$ cat src/rtl/parity_frame_checker_sat_counter.sv
// Saturating up-counter used for the per-lane error tallies.
// Ports: clk, rst (sync, active-high), inc, clr (wins over inc), cnt.
module sat_counter #(
    parameter int CNT_W = 8
) (
    input  logic             clk,
    input  logic             rst,
    input  logic             inc,
    input  logic             clr,
    output logic [CNT_W-1:0] cnt
);

    localparam logic [CNT_W-1:0] CNT_MAX = '1;

    always_ff @(posedge clk) begin
        if (rst) begin
            cnt <= '0;
        end else if (clr) begin
            cnt <= '0;
        end else if (inc && (cnt != CNT_MAX)) begin
            cnt <= cnt + 1'b1;
        end
    end

endmodule

$ cat config.mk
export PLATFORM = sky130hd
export DESIGN_NAME = sat_counter
export DESIGN_NICKNAME = d
export VERILOG_FILES = /design/src/rtl/parity_frame_checker_sat_counter.sv
export SDC_FILE = /design/constraint.sdc
export NUM_CORES = 1
export LEC_CHECK = 0
export CORE_AREA = 2 2 39 41
export CTS_BUF_LIST = sky130_fd_sc_hd__clkbuf_8
export DETAILED_ROUTE_END_ITERATION = 8
export DIE_AREA = 0 0 41 43
export HOLD_SLACK_MARGIN = 0.05
export PLACE_DENSITY = 0.59
export SYNTH_ARGS = -nofsm -noshare
export SYNTH_HDL_FRONTEND = slang
export SYNTH_SLANG_ARGS = --single-unit
$ cat constraint.sdc
create_clock -name clk -period 1.61 [get_ports clk]
set_input_delay 0.483 -clock clk [delete_from_list [all_inputs] [get_ports clk]]
set_output_delay 0.483 -clock clk [all_outputs]
set_load 0.05 [all_outputs]
Word-level counts from Yosys, hierarchy flattened
Cells that the tools add are included.

storage, ports and cells
  register bits = 8
  bits of input ports = 4
  output and inout port bits = 8
  logic and storage cells = 5

cells by class
  add/subtract/negate cells = 1
  equality and inequality tests = 1
  reduce and logical (&&, ||, !) cells = 2

operator list
  operator               number
  $add A8 B1 Y8 const B  1
  $ne A8 B8 Y1 const B   1
  $reduce_or A2 Y1       1
  $logic_and A1 B1 Y1    1

Depth between registers and ports, before layout
  depth after elaboration = 2
  depth in mapped cells = 4
  gate-level depth less buffers = 4

Worst setup path before layout
OpenSTA, ideal clock, no wires.

  kind = reg2reg
  start = register cnt[0]
  end = register cnt[6]
  data arrival time = 1.639 ns
  data required time = 1.495 ns
  slack = -0.144 ns
  cell stages (with the launch flop) = 5
  period minus slack after synthesis = 1.754 ns
  path through = dfxtp_1 ha_1 nand3_1 or4_1 and3_1

between the ends
  word-level cells in the longest chain between the ends = 2
  elaborated cells on any way between the ends = 3
  those cells by class = add/sub (1); eq/ne (1); reduce/logical (1)

ends and longest elaborated chain
  element                                                                RTL line  text
  from (decl)                                                            10        output logic [CNT_W-1:0] cnt
  from (signal assigned)                                                 21        cnt <= cnt + 1'b1;
  parallel branches: the longest is 2 deep, another holds $add A8 B1 Y8  --

Parallel ways; which one is timed is not known.
A chain may end at the register's enable or synchronous reset.

Final worst setup path
  start = input port inc
  end = register cnt[6]

between the ends
  word-level cells in the longest chain between the ends = 1

ends and longest elaborated chain
  element              RTL line  text
  from (decl)          8         input logic inc,
  $logic_and A1 B1 Y1  20        end else if (inc && (cnt != CNT_MAX)) begin

Every way passes these cells.

==> flow_metrics.tcl <==
set metrics [dict create \
    max_stage_delay_ns 0.52 \
    pwr_density_cell_nw_per_um2 677 \
    drtAntennaViolNets 0 \
    cts_inserted_buffers 3 \
    fillers 128 \
    ios 12 \
    dieArea_um2 1760 \
    cts.clk_slew.worst_paths_ns 0.04 \
    grt_pass1_wl_um 1640 \
    ys_seq_area_share_pct 36.8 \
    cts-root-buf "clkbuf_8" \
    period_minus_slack_ns 1.58 \
    coreArea_um2 1380 \
    htreeDepth 1 \
    synth_area_um2 435 \
    use_met1_pct 14.9 \
    overflow 0 \
    synth_area_leaders "dfxtp_1, mux2i_1, a2111oi_4" \
    io_buffers 11 \
    hold_viol_final 0 \
    hold_class "flip-flop to flip-flop" \
    syn_to_final_growth_pct 65.8 \
    rsz0062_at_grt "no" \
    die_y_um 43 \
    max-vdd-ir-drop_v 0.000506 \
    grtUsageMet2_pct 22.2 \
    largest_reg_flops 8 \
    synth_nets 52 \
    tightestPinTransition_ns 0.311 \
    max-clock-path-buffers 2 \
    drv_cap 0 \
    dr.pass1.iters 4 \
    drive_gt1_share_pct 34.4 \
    track_usage_pct 14.5 \
    drt_iter0_markers 7 \
    met3_usage_pct 9.42 \
    start_util_pct 31.5 \
    synth_top_area_share_pct 36.8 \
    largest-register "cnt" \
    outcome "completed" \
    route.detailed.drc 0 \
    max_slew_margin_pct 79.2 \
    antenna_cells 0 \
    grt_max_degree 9 \
    yosys.cell_types.count 21 \
    critPathKind "input pin to flip-flop" \
    cp-start-kind "input pin" \
    fp.dieW_um 41 \
    vias 412 \
    crit_required_ns 1.73 \
    dp_hpwl_um 780 \
    fin_crit_sh_pct 97.9 \
    crit_chain "clkdlybuf4s50_1 > nand3_2 > or4_1 > and3_1" \
    post_cts_buffers 0 \
    ys_seq_elements 8 \
    grt_pass1_vias 384 \
    crit_path_max_fanout 3 \
    cts_tree "yes" \
    clk_latency_ns 0.23 \
    grt_busiest_layer "met2" \
    leakage_nw 0.275 \
    whs_ns 0.494 \
    antenna_found_initial 0 \
    wl_um 1060 \
    hold_buffers 0 \
    fmax_ghz 0.635 \
    final_nets 71 \
    slew_violations 0 \
    arrival_ns 1.70 \
    synth_top_cell_by_area "dfxtp_1" \
    dp_cells 77 \
    reg_top3 "cnt: 8 flops" \
    yosysWarnings 0 \
    routedWlPerCell_um 13.2 \
    viasPerCell 5.15 \
    synth_area_per_cell_um2 9.26 \
    cp_slowest_cell "clkdlybuf4s50_1" \
    syn_inst 47 \
    setup_viol_count_final 0 \
    rows 14 \
    clock_sinks 8 \
    endpoint_kind "flip-flop" \
    gp_congestion 0.779 \
    finalClockSkew_ns 0.00378 \
    stdcell_count 80 \
]
==> power breakdown <==
group / internal [mW] / switching (mW) / leakage [nW]
clock: 0.162 / 0.0792 / 0.0216
combinational: 0.0230 / 0.0205 / 0.188
sequential: 0.201 / 0.00292 / 0.0655
==> cell usage in the layout (no fill, tap or decap), drive strengths merged <==
cell type / Yosys / layout
buf: 1 / 12
dfxtp: 8 / 8
nand2: 6 / 6
mux2i: 4 / 4
a21oi: 4 / 4
or3: 3 / 3
and3: 3 / 3
clkbuf: 0 / 3
clkdlybuf4s50: 0 / 3
a21boi: 3 / 3
nand4: 2 / 2
and4: 2 / 2
nand3: 2 / 2
nor2: 1 / 1
nor4: 1 / 1
inv: 1 / 1
o21ai: 1 / 1
or4: 1 / 1
a31oi: 1 / 1
a2111oi: 1 / 1
and3b: 1 / 1
ha: 1 / 1
==> final cells by class <==
type / instances / area (um^2) / area share, %
Multi-Input combinational cell: 37 / 274 / 38.0
Sequential cell: 8 / 163 / 22.5
Timing Repair Buffer: 15 / 220 / 30.5
Inverter: 1 / 3.75 / 0.520
Tap cell: 16 / 20.0 / 2.77
Clock buffer: 3 / 41.3 / 5.72
==> routing by layer <==
metal | vias to the layer above | wire, um
li1 | 214 | -
met1 | 188 | 464
met2 | 8 | 532
met3 | 2 | 53
met4 | 0 | 9
met5 | - | 0
==> worst max-delay path: cells and delay by family <==
family	cells	cell delay, ns
buffers and inverters	1	0.52
and+or+nand+nor	3	0.70
==> Yosys cell counts <==
library cell	instances
nand3_1	2
inv_1	1
or4_1	1
mux2i_1	4
nand2_1	6
a21oi_1	4
nor2_1	1
buf_4	1
and3_1	3
and3b_1	1
nand4_1	2
ha_1	1
a2111oi_4	1
a21boi_2	1
a31oi_1	1
o21ai_0	1
a21boi_1	2
or3_1	3
dfxtp_1	8
nor4_1	1
and4_1	2
==> logic make-up after synthesis <==
logic type,Yosys count,synth area share (%)
DFF,8,36.8
and+or+nand+nor,22,29.0
muxes,4,9.20
AOI/OAI and AO/OA,10,19.5
adders and majority gates,1,2.87
buffers and inverters,2,2.59
==> per-stage QoR <==
step / TNS [ns] / instance area (um^2) / total power, mW / setup slack, ns / util (%)
2_1_floorplan: 0 / 438 / 0.221 / 0.0165 / -
3_3_place_gp: -0.708 / 671 / 0.250 / -0.176 / 48.5
3_5_place_dp: -0.897 / 671 / 0.250 / -0.247 / 48.5
4_1_cts: 0 / 714 / 0.498 / 0.0287 / 51.6
5_1_grt: 0 / 722 / 0.511 / 0.0125 / 52.2
6_report: 0 / 722 / 0.489 / 0.0342 / 52.2
==> final timing paths <==
check	from	slack [ns]	cells past startpoint	to
min reg2reg	cnt[1]	0.49	2	cnt[1]
max	inc	0.03	4	cnt[6]
min	cnt[1]	0.49	2	cnt[1]
max reg2reg	cnt[0]	0.16	4	cnt[6]
==> timing repair <==
action,4_1_cts,5_1_grt
pin swaps,0,1
setup endpoints to repair,1,3
gates resized for setup,1,2
(Power assumes the default switching activity.)
